`config.mk`:
```
export PLATFORM = sky130hd
export DESIGN_NAME = ps2_keyboard
export DESIGN_NICKNAME = d
export VERILOG_FILES = /design/src/rtl/ps2_keyboard.sv
export SDC_FILE = /design/constraint.sdc
export NUM_CORES = 1
export LEC_CHECK = 0
export BUFFER_PORTS_ARGS = -buffer_cell sky130_fd_sc_hd__buf_2
export CORE_MARGIN = 5
export CORE_UTILIZATION = 59
export DETAILED_ROUTE_END_ITERATION = 16
export PLACE_DENSITY_LB_ADDON = 0.1
export SKIP_CTS_REPAIR_TIMING = 1
export SYNTH_ARGS = -nofsm -noshare
export SYNTH_HDL_FRONTEND = slang
export SYNTH_SLANG_ARGS = --single-unit
```
`constraint.sdc`:
```
create_clock -name clock_50 -period 1.9 [get_ports clock_50]
set_clock_uncertainty 0.05 [all_clocks]
set_input_delay 0.38 -clock clock_50 [delete_from_list [all_inputs] [get_ports clock_50]]
set_output_delay 0.38 -clock clock_50 [all_outputs]
set_load 0.005 [all_outputs]
```
`src/rtl/ps2_keyboard.sv`:
```
// PS/2 keyboard receiver: synchronises and deglitches the PS/2 lines, frames
// 11-bit words, and emits each valid scan code with a one-cycle strobe.
module ps2_keyboard #(
  parameter int FILTER_LEN = 8,
  parameter int TIMEOUT    = 5000
) (
  input  logic       clock_50,
  input  logic       reset,
  input  logic       ps2_clk,
  input  logic       ps2_dat,
  output logic [7:0] kb_data,
  output logic       kb_hit,
  output logic       kb_err
);

  localparam int FCW = $clog2(FILTER_LEN + 1);
  localparam int TCW = $clog2(TIMEOUT + 1);

  typedef enum logic [1:0] {IDLE, DATA, PARITY, STOP} state_t;

  logic           r_clk_s1, r_clk_s2, r_dat_s1, r_dat_s2;
  logic           r_filt_clk, r_filt_prev;
  logic [FCW-1:0] r_filt_cnt;
  state_t         r_state;
  logic [2:0]     r_bit_cnt;
  logic [7:0]     r_shift;
  logic           r_parity;
  logic [TCW-1:0] r_to_cnt;
  logic [7:0]     r_kb_data;
  logic           r_kb_hit, r_kb_err;
  logic           w_sample;

  // NOTE: all sequential state uses non-blocking assignments so every register
  // samples pre-edge values and the pipeline stages stay one cycle apart.
  always_ff @(posedge clock_50) begin
    if (reset) begin
      r_clk_s1    <= 1'b1;
      r_clk_s2    <= 1'b1;
      r_dat_s1    <= 1'b1;
      r_dat_s2    <= 1'b1;
      r_filt_clk  <= 1'b1;
      r_filt_prev <= 1'b1;
      r_filt_cnt  <= '0;
    end else begin
      r_clk_s1    <= ps2_clk;
      r_clk_s2    <= r_clk_s1;
      r_dat_s1    <= ps2_dat;
      r_dat_s2    <= r_dat_s1;
      r_filt_prev <= r_filt_clk;
      // The filtered level flips on the FILTER_LEN-th consecutive differing sample.
      if (r_clk_s2 == r_filt_clk) begin
        r_filt_cnt <= '0;
      end else if (r_filt_cnt == FCW'(FILTER_LEN - 1)) begin
        r_filt_clk <= r_clk_s2;
        r_filt_cnt <= '0;
      end else begin
        r_filt_cnt <= r_filt_cnt + FCW'(1);
      end
    end
  end

  assign w_sample = r_filt_prev & ~r_filt_clk;

  always_ff @(posedge clock_50) begin
    if (reset) begin
      r_state   <= IDLE;
      r_bit_cnt <= '0;
      r_shift   <= '0;
      r_parity  <= 1'b0;
      r_to_cnt  <= '0;
      r_kb_data <= 8'h00;
      r_kb_hit  <= 1'b0;
      r_kb_err  <= 1'b0;
    end else begin
      r_kb_hit <= 1'b0;
      r_kb_err <= 1'b0;

      if (w_sample || r_state == IDLE) begin
        r_to_cnt <= '0;
      end else if (r_to_cnt != TCW'(TIMEOUT)) begin
        r_to_cnt <= r_to_cnt + TCW'(1);
      end

      if (w_sample) begin
        case (r_state)
          IDLE: begin
            if (!r_dat_s2) begin
              r_state   <= DATA;
              r_bit_cnt <= '0;
            end else begin
              r_kb_err <= 1'b1;
            end
          end
          DATA: begin
            r_shift <= {r_dat_s2, r_shift[7:1]};
            if (r_bit_cnt == 3'd7) r_state <= PARITY;
            else                   r_bit_cnt <= r_bit_cnt + 3'd1;
          end
          PARITY: begin
            r_parity <= r_dat_s2;
            r_state  <= STOP;
          end
          STOP: begin
            if (r_dat_s2 && (^{r_shift, r_parity})) begin
              r_kb_data <= r_shift;
              r_kb_hit  <= 1'b1;
            end else begin
              r_kb_err <= 1'b1;
            end
            r_state <= IDLE;
          end
          default: r_state <= IDLE;
        endcase
      end else if (r_state != IDLE && r_to_cnt == TCW'(TIMEOUT)) begin
        // Keyboard went silent mid-frame: drop the partial frame.
        r_state  <= IDLE;
        r_kb_err <= 1'b1;
      end
    end
  end

  assign kb_data = r_kb_data;
  assign kb_hit  = r_kb_hit;
  assign kb_err  = r_kb_err;

endmodule
```
Word-level counts from Yosys, hierarchy flattened --
Index checks and enable logic that the tools add are counted.
Word-level totals: logic and storage cells 66, input port bits 4, output and inout port bits 10, register bits 47
Cells by class: muxes and demuxes 14, reductions and logical operators 17, equality and inequality tests 12, add/sub/neg operators 3, bitwise logic cells 5
Operators by type and width (count):
- adder 13 x 1 -> 13 bit (second input constant) | 1
- equality test 13 bit (second input constant) | 1
- inequality test 13 bit (second input constant) | 1
- XOR reduction 9 bit | 1
- 2-to-1 mux 2 bit | 4
- case mux 2 bit (4 select lines) | 1
- 2-to-1 mux 3 bit | 2
- inequality test 3 bit (second input constant) | 2
- case mux 3 bit (2 select lines) | 1
- AND reduction 2 bit | 3
- AND reduction 3 bit | 2
- nonzero test 2 bit | 3
- OR reduction 3 bit | 2
- 2-to-1 mux 1 bit | 5
- adder 4 x 1 -> 4 bit (second input constant) | 1
- equality test 2 bit (second input constant) | 2
- equality test 4 x 3 -> 1 bit (second input constant) | 1
- inequality test 2 bit (second input constant) | 2
- inverter 1 bit | 4
- AND reduction 4 bit | 1
- adder 3 x 1 -> 3 bit (second input constant) | 1
- equality test 3 bit (second input constant) | 1
- equality test 2 x 1 -> 1 bit (second input constant) | 1
- logical AND 1 bit | 2
- 6 further kinds | 6

Logic depth before layout (Yosys ltp) --
Gate-level depths: netlist of the first run.
word-level depth 5, mapped depth 6, depth with buffers taken out 6

Worst setup path after synthesis of the first run --
Ideal clock, no wire load.
kind reg-to-reg, from register r_shift[5], to register r_kb_data[0], in the netlist kb_data[0], stages on the path, launching flop included 5, period minus slack after synthesis 1.734 ns, library setup time 0.072 ns, buffers on the path 0, arrival time 1.612 ns, setup slack 0.166 ns, data required time 1.778 ns, cell sequence dfxtp_1 > xor3_1 > or2_2 > mux2i_4 > mux2i_1
On the way: word-level cells in the longest chain between the ends 3
RTL lines:
- start: declaration | RTL line 26 | logic [7:0] r_shift;
- start signal: assignment | RTL line 95 | r_shift <= {r_dat_s2, r_shift[7:1]};
- XOR reduction 9 bit | RTL line 104 | if (r_dat_s2 && (^{r_shift, r_parity})) begin
- logical AND 1 bit | RTL line 104
- AND reduction 3 bit (no source line)
- end signal: assignment | RTL line 105 | r_kb_data <= r_shift;
- end: declaration | RTL line 29 | logic [7:0] r_kb_data;
Every way passes these cells. A chain may end at the register's enable or synchronous reset.

Final worst setup path of the first run --
from register r_to_cnt[0], to register r_to_cnt[12]
On the way: word-level cells in the longest chain between the ends 1, elaborated cells on any way between the ends 2, those cells by class add/sub (1); eq/ne (1)
RTL lines:
- start: declaration | RTL line 28 | logic [TCW-1:0] r_to_cnt;
- start signal: assignment | RTL line 81 | r_to_cnt <= r_to_cnt + TCW'(1);
- adder 13 x 1 -> 13 bit or inequality test 13 bit (tied branches) | RTL line 81, 80
Parallel ways exist; a longest one is shown, timed or not.

==> metrics.md, run 1 <==
| Metric | Value |
|---|---|
| Critical register-to-register path endpoint | `r_to_cnt[12]` |
| Pre-CTS WS | `3.85 ps` |
| Most used standard cell by instance count after synthesis | `dfxtp_1` |
| Syn Area/Cell | `9.51 µm²` |
| Synth warnings | `0` |
| M3 GR Usage | `0.0488` |
| Sum of buffers and inverters on the critical path | `0` |
| Post-synthesis register bit count | `47` |
| Initial cell density of the core | `0.626` |
| # IOs | `14` |
| FF-to-FF Start | `r_to_cnt[0]` |
| Number of levels in the clock H-tree | `2` |
| Final routed DRC violation total | `0` |
| Vertical die dimension | `70.2 µm` |
| Critical setup path kind | `reg -> reg` |
| Via count of the first global-routing pass | `1,531` |
| Worst slew margin | `0.687` |
| Count of buffers from port buffering | `13` |
| Most numerous cell types in the synthesized netlist | `dfxtp_1 (47), nor2_1 (23), nand2b_1 (18), mux2i_1 (16), nand2_1 (16)` |
| CTS tree | `done` |
| Worst Hold Class | `in -> reg` |
| Met2 routing resource usage after global routing | `0.287` |
| Core ar. | `around 3400 µm²` |
| Internal power contribution | `1.19 mW` |
| Number of instances in the synthesized netlist | `225` |
| CP Depth | `5` |
| Fraction of power consumed by combinational cells | `0.019` |
| Final number of setup-violating endpoints | `0` |
| Remaining number of nets flagged by the antenna check after routing | `0` |
| Number of buffers between clock root and the deepest sink | `2` |
| Global-route track usage on met1 | `0.186` |
| Number of buffers created by CTS | `5` |
| Number of distinct library cells after synthesis | `40` |
| Cell Area, Synth | `2140 µm²` |
| Fillers | `roughly 270` |
| Number of antenna repair diodes | `0` |
| Area of the die | `4930 µm²` |
| Register area | `946 µm²` |
| Startpoint Class | `register` |
| Pin count of the biggest net entering global routing | `16` |
| Number of detailed-route iterations in the first pass | `4` |
| Post-DR vias/cell | `5.54` |
| Share of the synthesized area in the top cell type | `0.440` |
| Post-synthesis sequential area ratio | `0.440` |
| Areal power density over the cells | `636 nW/µm²` |
| Largest fanout on the critical path | `4` |
| Residual overflow from global routing | `0` |
| Clock sink total | `47` |
| Slew Viols, Final | `0` |
| Switching share of power | `0.212` |
| Wire length of the first global-routing pass | `between 6000 and 7000 µm` |
| Global-route usage over all layers | `0.163` |
| Clock transition at the register clock pins on the worst setup and hold paths after CTS | `140 ps` |
| Outcome | `complete, no violations` |
| Library cell occupying the most area in the post-synthesis netlist | `dfxtp_1` |
| Initial antenna violation count | `0` |
| Setup repair after global routing missed its margin | `no` |
| Data arrival time of the critical path | `about 2000 ps` |
| Number of enable flip-flop cells after synthesis | `0` |
| Die boundary width | `70.2 µm` |
| Fraction of layout cells with a size suffix above 1 | `0.180` |
| Cell-by-cell trace of the critical path | `ha_2 -> and2_1 -> nand2_1 -> or4b_2 -> a21oi_1` |
| Final hold violation count | `0` |
| Worst-Skew Late Latency | `between 300 and 400 ps` |
| Power consumption | `1.51 mW` |
| Worst Hold Path EP | `r_dat_s1` |
| Mapped Nets | `238` |
| Buffer type at the clock tree root | `clkbuf_4` |
| Family with the most delay on the worst path | `simple AND/OR/NAND/NOR gates` |
| Max-Cap Viols | `0` |
| Final Wtd Congestion | `0.807` |
| Element type at the critical path end | `register` |
| Placement Rows | `21` |
| Routed Wire Length | `3790 µm` |
| Detailed Place HPWL | `2770 µm` |
| Part of the total power dissipated in the clock network | `0.322` |
| Minimum period implied by the final worst setup slack | `1780 ps` |
| Leakage power total | `0.928 nW` |
| Internal reg-to-reg setup slack | `120 ps` |
| IR drop worst, VDD | `620 µV` |
| DRC marker count from the first detailed-route iteration | `130` |
| Top post-synthesis cells by area | `dfxtp_1 (44%), mux2i_1 (7.5%), ha_1 (5.3%)` |
| Hold path depth | `2` |
| Critical path required time | `2150 ps` |
| Most used flip-flop cell after synthesis | `dfxtp_1` |
| Wirelength per Cell | `about 13 µm` |
| Synthesis-to-finish area growth | `10.6%` |
| Part of the total power dissipated in sequential elements | `0.659` |
| Number of cells on the worst reg-to-reg path | `5` |
| Maximum frequency from static timing analysis | `between 0.5 and 0.6 GHz` |
| Final Net Count | `257` |
| Part of the cycle the worst path needs | `0.939` |
| Worst Max-Slew Pin Slew | `468 ps` |
| NetSw | `approximately 0.32 mW` |
| Overall via count from detail_route | `1,612` |
| Synth async-reset ratio | `0` |
| Area of combinational cells with multiple inputs | `about 1200 µm²` |
| Max stage delay cell, worst path | `or4b_2` |
| Critical Path Max Stage Delay | `620 ps` |
| Origin of the worst min-delay path | `ps2_dat` |
| Final worst setup slack | `between 100 and 150 ps` |
| Top Usage Layer GRT | `met2` |
==> power by group through the flow <==
stage	logic [mW]	registers, mW	clock network, mW
after floorplan	0.0196	1.01	0
after global placement	0.0269	1.01	0
after detailed placement	0.0286	1.01	0
after CTS	0.0289	0.993	0.505
after global routing	0.0319	0.994	0.546
final	0.0287	0.993	0.485
==> per-layer routing <==
metal | vias to the layer above | routed length [µm] | share of wire
met1 | 769 | 1690 | 0.45
met5 | - | 0 | 0
met2 | 36 | 1900 | 0.50
met3 | 6 | 137 | 0.036
met4 | 0 | 56 | 0.015
li1 | 801 | - | -
==> worst max-delay path by stage <==
| stage | startpoint | end | slack [ps] |
|---|---|---|---|
| floorplan | r_shift[5] | kb_data[0] | 170 |
| global placement | r_shift[5] | kb_data[4] | 70 |
| detailed placement | r_shift[5] | kb_data[2] | 4 |
| CTS | r_shift[5] | kb_data[4] | -30 |
| global route | r_state[1] | r_bit_cnt[0] | 4 |
| finish | r_to_cnt[0] | r_to_cnt[12] | 120 |
==> cells by family after synthesis <==
logic type / synth area share
adder cells (fa/ha/maj): 0.0526
AO/OA/AOI/OAI: 0.0538
buffers and inverters: 0.0234
flip-flops: 0.440
XOR/XNOR: 0.0877
multiplexers: 0.0854
AND/OR/NAND/NOR: 0.257
==> worst register-to-register path: stages, from the launching register on <==
cell     delay [ps]
dfxtp_1         370
ha_2            220
and2_1          210
nand2_1         110
or4b_2          620
a21oi_1         160
==> cell type report <==
| cell class | instances | area share |
|---|---|---|
| Clock buffer | 7 | 0.0233 |
| Clock inverter | 1 | 0.00370 |
| Inverter | 5 | 0.00793 |
| Multi-Input combinational cell | 165 | 0.486 |
| Sequential cell | 47 | 0.400 |
| Tap cell | 46 | 0.0243 |
| Timing Repair Buffer | 20 | 0.0550 |
==> sequential cells by signal, summed over array words and instances, names as in the netlist <==
| register | cells |
|---|---|
| r_filt_cnt | 4 |
| kb_hit | 1 |
| r_dat_s2 | 1 |
| r_bit_cnt | 3 |
| r_filt_clk | 1 |
| kb_err | 1 |
| r_to_cnt | 13 |
| r_clk_s1 | 1 |
| r_filt_prev | 1 |
| r_dat_s1 | 1 |
| r_state | 2 |
| kb_data | 8 |
| r_clk_s2 | 1 |
| r_parity | 1 |
| r_shift | 8 |
==> layout by cell type, fill, tap and decap left out, drive strengths merged, types with 2 or more instances in the layout <==
master	n
dfxtp	47
nor2	23
buf	20
nand2b	18
mux2i	17
nand2	16
xor2	11
a21oi	9
ha	9
or2	8
nand3	8
clkbuf	7
inv	5
xnor2	5
nand4	5
and3	4
or3	3
o21ai	3
nor3	3
nor2b	2
and2	2
o211ai	2
==> per-stage QoR <==
step	cell area [µm²]	TNS, ps	util	cells	hold slack (ps)
finish	2370	0	0.693	291	154
CTS	2340	-113	0.685	290	144
global route	2370	0	0.693	291	134
floorplan	2140	0	-	225	339
global placement	2280	0	0.666	282	344
detailed placement	2280	0	0.666	282	352
(Power assumes the default switching activity.)
==> inputs of run 2 (changes only) <==
Settings changed: SETUP_SLACK_MARGIN set to 0.5.
==> run 2 against run 1 <==
First-iteration DRC count fell by 35%. Sequential cell count is the same. Setup slack improved by 54 ps. Worst hold slack lost 8.3 ps. Sequential share of layout area fell by 5.2 points. Clock-buffer cell count up 1. Final cell count up 4.5%. Fmax increased by 3.1%. Final area is 20% higher. Critical path depth did not move. Clock power up 6.4%.
==> metrics.md, run 2 (synthesis gave the netlist of run 1 again) <==
| Metric | Value |
|---|---|
| Residual overflow from global routing | `0` |
| Number of buffers between clock root and the deepest sink | `2` |
| Count of buffers from port buffering | `13` |
| FF-to-FF Start | `r_shift[5]` |
| # IOs | `14` |
| Source of the critical timing path | `r_shift[5]` |
| Data arrival time of the critical path | `1970 ps` |
| Wirelength per Cell | `14.8 µm` |
| Areal power density over the cells | `540 nW/µm²` |
| Post-Route Setup TNS | `0 ps` |
| Number of cells on the worst reg-to-reg path | `5` |
| Final hold violation count | `0` |
| Leakage power total | `about 1.1 nW` |
| Critical path destination | `kb_data[6]` |
| Startpoint Class | `register` |
| Placement Rows | `21` |
| Max-Cap Viols | `0` |
| Overall via count from detail_route | `1,692` |
| Origin of the worst min-delay path | `ps2_dat` |
| Critical path required time | `approximately 2100 ps` |
| Critical setup path kind | `reg -> reg` |
| Post-DR vias/cell | `5.57` |
| Initial antenna violation count | `0` |
| Minimum period implied by the final worst setup slack | `1730 ps` |
| Placement-stage cell area | `2360 µm²` |
| Part of the cycle the worst path needs | `0.910` |
| Worst slew margin | `0.771` |
| Maximum frequency from static timing analysis | `about 0.58 GHz` |
| Fillers | `206` |
| Final number of setup-violating endpoints | `0` |
| IR drop worst, VDD | `511 µV` |
| Top reg by flops | `r_to_cnt` |
| Flip-flop count of the largest register after layout | `13` |
| Area of the die | `4930 µm²` |
| Number of buffers created by CTS | `5` |
| Critical register-to-register path endpoint | `kb_data[6]` |
| Fraction of layout cells with a size suffix above 1 | `0.453` |
| Final Wtd Congestion | `0.803` |
| Outcome | `complete, no violations` |
| Detailed Place HPWL | `2710 µm` |
| Number of antenna repair diodes | `0` |
| Core ar. | `3420 µm²` |
| Commonest cells after routing, fill and taps aside | `dfxtp_1 (27), nand2b_1 (18), mux2i_1 (16)` |
| Number of detailed-route iterations in the first pass | `4` |
| Largest fanout on the critical path | `7` |
| Slew Viols, Final | `0` |
| Register area | `between 900 and 1000 µm²` |
| Pin count of the biggest net entering global routing | `37` |
| Wire length of the first global-routing pass | `between 6000 and 7000 µm` |
| Worst Hold Class | `in -> reg` |
| Worst-Skew Late Latency | `350 ps` |
| Most frequent standard cell in the layout excluding fill and tap cells | `dfxtp_1` |
| Routed Wire Length | `between 4000 and 5000 µm` |
| Number of levels in the clock H-tree | `2` |
| Sum of buffers and inverters on the critical path | `1` |
| CP Depth | `5` |
| Remaining number of nets flagged by the antenna check after routing | `0` |
| Cell-by-cell trace of the critical path | `xor3_2 -> or2_4 -> mux2i_4 -> buf_12 -> mux2i_1` |
| Clock sink total | `47` |
| Critical Path Max Stage Delay | `460 ps` |
| DRC marker count from the first detailed-route iteration | `85` |
| Post-Layout Inst Area | `2830 µm²` |
| Family with the most delay on the worst path | `XOR/XNOR gates` |
| Global-route usage over all layers | `0.164` |
| Initial cell density of the core | `0.626` |
| CTS tree | `done` |
| Buffer type at the clock tree root | `clkbuf_4` |
| Element type at the critical path end | `register` |
| Area of combinational cells with multiple inputs | `1430 µm²` |
| Max stage delay cell, worst path | `xor3_2` |
| Share of the core filled with cells in the final layout | `0.829` |
| Synthesis-to-finish area growth | `32.3%` |
| Final Net Count | `270` |
| Internal reg-to-reg setup slack | `around 170 ps` |
| Via count of the first global-routing pass | `1,546` |
| Vertical die dimension | `roughly 70 µm` |
| Power consumption | `1.53 mW` |
| Die boundary width | `about 70 µm` |
| Setup repair after global routing missed its margin | `yes` |
| Final routed DRC violation total | `0` |
| Clock transition at the register clock pins on the worst setup and hold paths after CTS | `130 ps` |
| Worst Max-Slew Pin Slew | `343 ps` |
[run 2: changes by cell type in the layout (fill, tap and decap cells not counted), sizes merged]
cell and change:
clkbuf +1, clkinv -1, buf +13
[run 2: layout make-up]
type                    count  area share
inverters                   5     0.00928
well taps                  46      0.0203
multi-input cells         165       0.504
clock buffers               8      0.0243
repair buffers             33      0.0946
flip-flops and latches     47       0.347
[run 2: worst min path at each step]
stage | depth (start not counted) | slack (ps) | endpoint
floorplan | 1 | 340 | r_clk_s2
global placement | 1 | 340 | r_clk_s2
detailed placement | 1 | 340 | r_dat_s2
CTS | 2 | 140 | r_dat_s1
global route | 2 | 120 | r_dat_s1
finish | 2 | 150 | r_dat_s1
[run 2: where the power goes]
part | switching, mW | internal [mW]
registers | 0.00358 | 0.979
logic | 0.0166 | 0.0132
clock network | 0.298 | 0.218
total | 0.318 | 1.21
[run 2: stage by stage]
step | cells | hold slack [ps] | worst slack [ps]
2_1_floorplan | 225 | 339 | 265
4_1_cts | 287 | 143 | 101
6_report | 304 | 146 | 170
3_5_place_dp | 279 | 343 | 119
5_1_grt | 304 | 124 | 111
3_3_place_gp | 279 | 345 | 188
[run 2: routing by layer]
layer  vias to the layer above  routed length, µm  global-route usage
li1                        831                  -                   -
met1                       804               1960               0.208
met2                        46               2230               0.267
met3                        11                191              0.0344
met4                         0                113              0.0681
met5                         -                  0                   0
